File: src/rtl/hazard_unit.sv
// Stall, flush and forwarding control for the 5-stage MIPS pipeline, with a multi-cycle EX busy FSM.
// Optional `HAZARD_PERF_CNT_EN adds loadStallCnt/mdStallCnt performance counters.
module hazard_unit #(
  parameter int unsigned MD_LATENCY = 4
) (
  input  logic        clk,
  input  logic        rst,
  input  logic [4:0]  rsD,
  input  logic [4:0]  rtD,
  input  logic        branchD,
  input  logic        branchTakenD,
  input  logic [4:0]  rsE,
  input  logic [4:0]  rtE,
  input  logic [4:0]  writeRegE,
  input  logic        Regfile_weE,
  input  logic        memToRegE,
  input  logic        mdStartE,
  input  logic [4:0]  writeRegM,
  input  logic        Regfile_weM,
  input  logic        memToRegM,
  input  logic [4:0]  writeRegW,
  input  logic        Regfile_weW,
  output logic        stallF,
  output logic        stallD,
  output logic        stallE,
  output logic        flushD,
  output logic        flushE,
  output logic        flushM,
  output logic [1:0]  forwardAE,
  output logic [1:0]  forwardBE,
  output logic        forwardAD,
  output logic        forwardBD,
`ifdef HAZARD_PERF_CNT_EN
  output logic [31:0] loadStallCnt,
  output logic [31:0] mdStallCnt,
`endif
  output logic        mdBusy
);

  localparam int unsigned CntW = $clog2(MD_LATENCY);
  localparam logic [CntW-1:0] CntLoad = CntW'(MD_LATENCY - 2);

  typedef enum logic {StIdle, StMdBusy} state_e;

  state_e          state_q, state_d;
  logic [CntW-1:0] cnt_q, cnt_d;
  logic            md_stall;
  logic            lw_stall;
  logic            br_stall;
  logic            any_stall;

  // Register 0 is hardwired, so it never forwards or creates a hazard.
  function automatic logic match(input logic [4:0] x, input logic [4:0] r, input logic we);
    return we && (x != 5'd0) && (x == r);
  endfunction

  always_comb begin
    lw_stall = memToRegE &&
               (match(writeRegE, rsD, Regfile_weE) || match(writeRegE, rtD, Regfile_weE));
    br_stall = branchD &&
               (match(writeRegE, rsD, Regfile_weE) || match(writeRegE, rtD, Regfile_weE) ||
                (memToRegM &&
                 (match(writeRegM, rsD, Regfile_weM) || match(writeRegM, rtD, Regfile_weM))));
  end

  // mdStartE is ignored while busy; on the cnt==0 cycle the op leaves EX.
  always_comb begin
    state_d  = state_q;
    cnt_d    = cnt_q;
    md_stall = 1'b0;
    unique case (state_q)
      StIdle: begin
        if (mdStartE) begin
          md_stall = 1'b1;
          state_d  = StMdBusy;
          cnt_d    = CntLoad;
        end
      end
      StMdBusy: begin
        if (cnt_q != '0) begin
          md_stall = 1'b1;
          cnt_d    = cnt_q - CntW'(1);
        end else begin
          state_d = StIdle;
        end
      end
      default: begin
        state_d = StIdle;
        cnt_d   = '0;
      end
    endcase
  end

  always_ff @(posedge clk) begin
    if (rst) begin
      state_q <= StIdle;
      cnt_q   <= '0;
    end else begin
      state_q <= state_d;
      cnt_q   <= cnt_d;
    end
  end

  assign any_stall = lw_stall || br_stall || md_stall;

  always_comb begin
    stallF    = 1'b0;
    stallD    = 1'b0;
    stallE    = 1'b0;
    flushD    = 1'b0;
    flushE    = 1'b0;
    flushM    = 1'b0;
    forwardAE = 2'b00;
    forwardBE = 2'b00;
    forwardAD = 1'b0;
    forwardBD = 1'b0;
    mdBusy    = 1'b0;
    if (!rst) begin
      stallF = any_stall;
      stallD = any_stall;
      stallE = md_stall;
      // EX is held during a multi-cycle op rather than bubbled.
      flushE = (lw_stall || br_stall) && !md_stall;
      flushM = md_stall;
      flushD = branchTakenD && !any_stall;
      if (match(writeRegM, rsE, Regfile_weM))      forwardAE = 2'b10;
      else if (match(writeRegW, rsE, Regfile_weW)) forwardAE = 2'b01;
      if (match(writeRegM, rtE, Regfile_weM))      forwardBE = 2'b10;
      else if (match(writeRegW, rtE, Regfile_weW)) forwardBE = 2'b01;
      forwardAD = match(writeRegM, rsD, Regfile_weM) && !memToRegM;
      forwardBD = match(writeRegM, rtD, Regfile_weM) && !memToRegM;
      mdBusy    = (state_q == StMdBusy);
    end
  end

`ifdef HAZARD_PERF_CNT_EN
  logic [31:0] ld_cnt_q, ld_cnt_d;
  logic [31:0] md_cnt_q, md_cnt_d;

  always_comb begin
    ld_cnt_d = ld_cnt_q + {31'd0, (lw_stall || br_stall)};
    md_cnt_d = md_cnt_q + {31'd0, md_stall};
  end

  always_ff @(posedge clk) begin
    if (rst) begin
      ld_cnt_q <= '0;
      md_cnt_q <= '0;
    end else begin
      ld_cnt_q <= ld_cnt_d;
      md_cnt_q <= md_cnt_d;
    end
  end

  assign loadStallCnt = rst ? 32'd0 : ld_cnt_q;
  assign mdStallCnt   = rst ? 32'd0 : md_cnt_q;
`endif

endmodule
File: config.mk
export PLATFORM = sky130hd
export DESIGN_NAME = hazard_unit
export DESIGN_NICKNAME = d
export VERILOG_FILES = /design/src/rtl/hazard_unit.sv
export SDC_FILE = /design/constraint.sdc
export NUM_CORES = 1
export LEC_CHECK = 0
export BUFFER_PORTS_ARGS = -buffer_cell sky130_fd_sc_hd__buf_2
export CAP_MARGIN = 20
export CORE_UTILIZATION = 41
export CTS_BUF_LIST = sky130_fd_sc_hd__clkbuf_8
export DETAILED_ROUTE_END_ITERATION = 10
export GPL_TIMING_DRIVEN = 0
export PLACE_DENSITY = 0.82
export SETUP_SLACK_MARGIN = 0.5
export SYNTH_ARGS = -nofsm -noshare
export SYNTH_HDL_FRONTEND = slang
export SYNTH_SLANG_ARGS = --single-unit
File: constraint.sdc
create_clock -name clk -period 1.9 [get_ports clk]
set_clock_uncertainty 0.05 [all_clocks]
set_input_delay 0.19 -clock clk [delete_from_list [all_inputs] [get_ports clk]]
set_output_delay 0.19 -clock clk [all_outputs]
set_load 0.01 [all_outputs]
; ---- Word-level counts from Yosys, hierarchy flattened
; Cells that the tools add are included.
[classes]
mux = 19
addsub = 1
reduce_logical = 31
bitwise_logic = 1
n_eq_ne = 10
[ops]
columns = cell, n
row1 = equality test 5 bit, 8
row2 = logical AND 1 bit, 18
row3 = nonzero test 5 bit, 3
row4 = two-way mux 2 bit, 6
row5 = two-way mux 1 bit, 11
row6 = logical OR 1 bit, 5
row7 = one-hot mux 2 bit (2 select lines), 1
row8 = logical NOT 1 bit, 3
row9 = "inequality test 2 x 1 -> 1 bit, second input constant", 1
row10 = "inequality test 2 bit, second input constant", 1
row11 = one-hot mux 1 bit (2 select lines), 1
row12 = AND reduction 2 bit, 1
row13 = nonzero test 2 bit, 1
row14 = "subtractor 2 x 1 -> 2 bit, second input constant", 1
row15 = inverter 1 bit, 1
[totals]
elab_cells = 64
register_bits = 3
output_inout_bits = 13
input_bits = 45

; ---- Longest topological paths before layout
[depth]
depth_word = 12
ltp_mapped = 7
ltp_nobuf = 6

; ---- Worst setup path before layout
; Ideal clock, no wire load.
[synth_timing]
path_kind = input port to output port
start = input writeRegM[0]
end = output stallF
arrival_time_ns = 1.569
cell_stages = 7
setup_slack_ns = 0.091
n_path_buf = 2
required_ns = 1.660
cell_sequence = buf_2 xor2_1 nor3_1 nand3_1 a211o_1 a31oi_1 buf_4
[synth_between]
elab_chain_cells = 10
elab_cells_between_ends = 13
cone_classes = eq/ne: 2 / mux: 1 / reduce/logical: 10
[synth_rtl]
columns = element, line
row1 = "start, declared", 18  ; input logic [4:0] writeRegM,
row2 = nonzero test 5 bit, 54  ; return we && (x != 5'd0) && (x == r);
row3 = logical AND 1 bit (2 in a row), 54
row4 = logical OR 1 bit *, 63  ; (match(writeRegM, rsD, Regfile_weM) || match(writeRegM, rtD, Regfile_weM))));
row5 = logical AND 1 bit *, 62  ; (memToRegM &&
row6 = logical OR 1 bit *, 61  ; (match(writeRegE, rsD, Regfile_weE) || match(writeRegE, rtD, Regfile_weE) ||
row7 = logical AND 1 bit *, 60  ; br_stall = branchD &&
row8 = logical OR 1 bit * (2 in a row), 104  ; assign any_stall = lw_stall || br_stall || md_stall;
row9 = two-way mux 1 bit *, -
row10 = "end, declared", 23  ; output logic stallF,
; Mark *: on every way between the ends. The rest lies on a longest branch, timed or not.

; ---- Worst setup path in the final report
[layout_timing]
start = input writeRegM[4]
end = output stallF
[layout_between]
elab_chain_cells = 10
elab_cells_between_ends = 13
cone_classes = eq/ne: 2 / mux: 1 / reduce/logical: 10
[layout_rtl]
columns = element, line
row1 = nonzero test 5 bit, 54
row2 = logical AND 1 bit (2 in a row), 54
row3 = logical OR 1 bit *, 63
row4 = logical AND 1 bit *, 62
row5 = logical OR 1 bit *, 61
row6 = logical AND 1 bit *, 60
row7 = logical OR 1 bit * (2 in a row), 104
row8 = two-way mux 1 bit *, 118  ; if (!rst) begin
; Marks and branches as above.

==> results.txt <==
* Worst endpoint data arrival time: ~1.6 ns
- Filler cell count in the final layout: approximately 120
* Number of unique standard cell types used by synthesis: 28
- PD cells: 397 nW/um^2
- Worst Setup End Kind: primary output
* Level count of the clock H-tree: 1
- The area growth from synthesis to layout is 86.1%.
- The tool flagged a number of max-cap violations equal to 0.
* Slowest Stage Delay on Critical Path: between 0.3 and 0.4 ns
* Area of the multi-input gates: 739 um^2
- Crit share post-route: a little over nine tenths
- For this configuration, the core starts out at a cell density of a little over two fifths.
* Clock tree from TritonCTS: yes
- Cell-by-cell listing of the critical path: clkbuf_16 -> xor2_1 -> nor3_1 -> nand3_1 -> a211o_1 -> a31oi_4 -> buf_6 -> buf_6
- The Yosys step of the flow raised 0 warnings.
- Unrepaired setup endpoints after global routing: yes
- Time the final worst path needs with I/O delays and setup: ~1.8 ns
- Slowest CP cell: a211o_1
* Worst Path Max Fanout: 5
- Via count: between 900 and 1000
* Endpoints failing hold: 0
- Placed Cells: ~180
- Sinks on the clock net: 3
- Setup total negative slack on the finished layout was measured at 0 ns.
* Initial antenna violation count: 0
- Placeable Area: approximately 1700 um^2
* Mean routed wirelength per cell: about 13 um
* Die X-Extent: 45.2 um
* Vias/cell: a little under 5
- The first global-routing pass estimated between 3000 and 4000 um of wire.
* Worst ir drop on vdd: around 0.28 mV
- Summed over all layers, the global routing overflow is 0.
* Post-synthesis cell area: about 760 um^2
- In this run the static leakage power is around 0.64 nW.
- Clock tree synthesis inserted a total of 3 buffers.
- The die covers 2040 um^2.
- Top cell type by total area after synthesis: xor2_1
- Hold Path Class: input pin to register
- Number of detailed-routing iterations run before antenna repair: 2
- After technology mapping, the gate count stands at just over 100.
- Slack of the critical path: about 0.080 ns
* Highest clock rate: roughly 0.55 GHz
* Total Nets Final: ~220
* Post-synth net total: roughly 150
- Entering global routing, the biggest net connects 11 pins.
- STA classifies the critical path startpoint as an input pin.
* # port buffers: 52
* Routability Congestion: 0.779
- Clock-pin slew was measured on the worst setup and hold paths at 0.03 ns.
- Global routing consumed, over all layers together, about a quarter of the routing resources.
* I/O pin total: between 50 and 60
* Area share of the leading cell type in the synthesized netlist: roughly 25%
- Once detail routing completed, the nets flagged for antenna violations numbered 0.
- Detailed placement finished with a half-perimeter wire length of 1830 um.
- For this run, design rule violations remaining after detail routing come to 0.
* Sequential cell area in the final layout: 62.6 um^2
- Measured against its own limit, the worst slew margin works out to between 50 and 60%.
- STA puts the critical path data required time at roughly 1.7 ns.
- DR iter-0 viols: 5
- Yosys reg bits: 3
- Vias in the first global route: approximately 900
* Final max-slew violation count: 0
- Latest clock arrival within the worst-skew pair: 0.23 ns
- Antenna diode count: 0
- Once placement finished, the instance area stood at around 1100 um^2.
* Worst setup path class: input pin to primary output
* Final standard cell area without fillers: ~1400 um^2
- CTS hold repair buffers: 0
- Ranked by total cell area, the synthesized netlist is headed by xor2_1, xnor2_1, dfxtp_1, nor3_1, nand3_1.
- Setup Slack @ Placement: between 0.015 and 0.02 ns
- The clock passes through at most 2 buffers.
- Fraction of final layout cells with drive strength greater than 1: between 50% and 60%
- The die is between 40 and 50 um tall.
- Sequential elements use 7.86% of the synthesized area.
- In this design, the critical path's most frequently occurring cell is buf_6.
- Mean area per synthesized cell: roughly 7.6 um^2
- Total setup violations reported at the end of the flow: 0
- Status: complete, no violations
- Floorplan row count: 15
- After detailed routing, the total wire length is between 2000 and 3000 um.
* Slew at the pin closest to its max-slew limit: ~0.64 ns
- Total power of the final layout: approximately 0.57 mW
* Clock root cell: clkbuf_8
- The finished layout holds 200 standard cells, fillers aside.
-- placed cells by master, fill, tap and decap left out, types with 2 or more instances in the layout --
cell type   n
nand3_2     2
nor3b_4     2
buf_2      50
buf_8       2
nor4_2      3
nor2_4      2
clkbuf_8    4
a21oi_1     2
xnor2_1    18
nor2_1      4
buf_6       9
buf_4      14
nand3_1     6
inv_1       3
xor2_1     22
nor3_1      7
dfxtp_2     2
inv_2       2
o21ai_0     2
-- sequential cells by signal, summed over array words and instances, names as in the netlist --
| register | count |
|---|---|
| cnt_q | 2 |
| state_q | 1 |
-- Yosys cell counts, drive strengths merged --
library cell and n:
inv 4, a31oi 1, nand2b 1, nand2 1
nor3 7, dfxtp 3, xor2 22, buf 5
ha 1, o21ai 4, nor4 4, and4bb 1
a211o 1, nor3b 2, nand3 8, or4 2
a221oi 1, nor2b 1, clkbuf 3, nor2 7
a21oi 3, xnor2 18, mux2i 1
-- final timing paths --
kind | endpoint | cells after the start | startpoint | slack, ns
worst max-delay path | stallF | 8 | writeRegM[4] | 0.08
worst min-delay path | state_q$_DFF_P_ | 5 | mdStartE | 0.47
worst max register to register | cnt_q[0]$_SDFFE_PP0P_ | 7 | cnt_q[1]$_SDFFE_PP0P_ | 0.65
worst min register to register | cnt_q[1]$_SDFFE_PP0P_ | 3 | cnt_q[0]$_SDFFE_PP0P_ | 0.55
-- cells by family (layout without fill, tap and decap cells) --
logic type	after synthesis	count (layout)	synth area share, %
buf+inv	12	86	8.18
xor+xnor	40	40	45.8
fa+ha+maj	1	1	1.64
simple gates	34	34	26.0
flops	3	3	7.86
mux	1	1	1.31
compound gates	10	10	9.17
-- area by class of cell --
cell class / instances / share of cell area [%]
clock inverter: 1 / 0.264
inverter: 4 / 1.06
timing repair buffer: 70 / 30.2
sequential: 3 / 4.40
buffer: 8 / 7.04
clock buffer: 3 / 2.90
multi-input combinational: 86 / 52.0
tap: 25 / 2.20
-- power by group --
part	switching (mW)	internal, mW
Clock	0.0539	0.139
Sequential	0.00219	0.0689
Combinational	0.138	0.163
-- through the flow --
step / hold slack, ns / util, %
finish: 0.471 / 81.5
floorplan: 0.383 / -
global route: 0.486 / 81.5
CTS: 0.327 / 78.0
global placement: 0.416 / 64.2
detailed placement: 0.433 / 64.2
-- worst max-delay path, delay by kind of cell --
family,cells,cell delay (ns)
AOI/OAI and AO/OA,2,0.55
xor gates and xnor gates,1,0.15
buffers and inverters,3,0.34
and+or+nand+nor,2,0.36
-- layer usage --
layer / GRT usage [%] / routed length, um / vias to the layer above / share of wire [%]
met3: 3.60 / 114 / 2 / 4.4
li1: - / - / 492 / -
met4: 10.9 / 8 / 0 / 0.31
met2: 51.6 / 1550 / 34 / 59
met5: 0 / 0 / - / 0
met1: 24.5 / 946 / 463 / 36
-- what timing repair did --
| item | CTS | global route |
|---|---|---|
| pin swaps | 12 | 6 |
| setup endpoints to repair | 12 | 12 |
| gates resized for setup | 22 | 6 |
| buffers inserted | 14 | 4 |
| cloned | 0 | 0 |
Note: power is estimated with default switching activity, not from simulation.
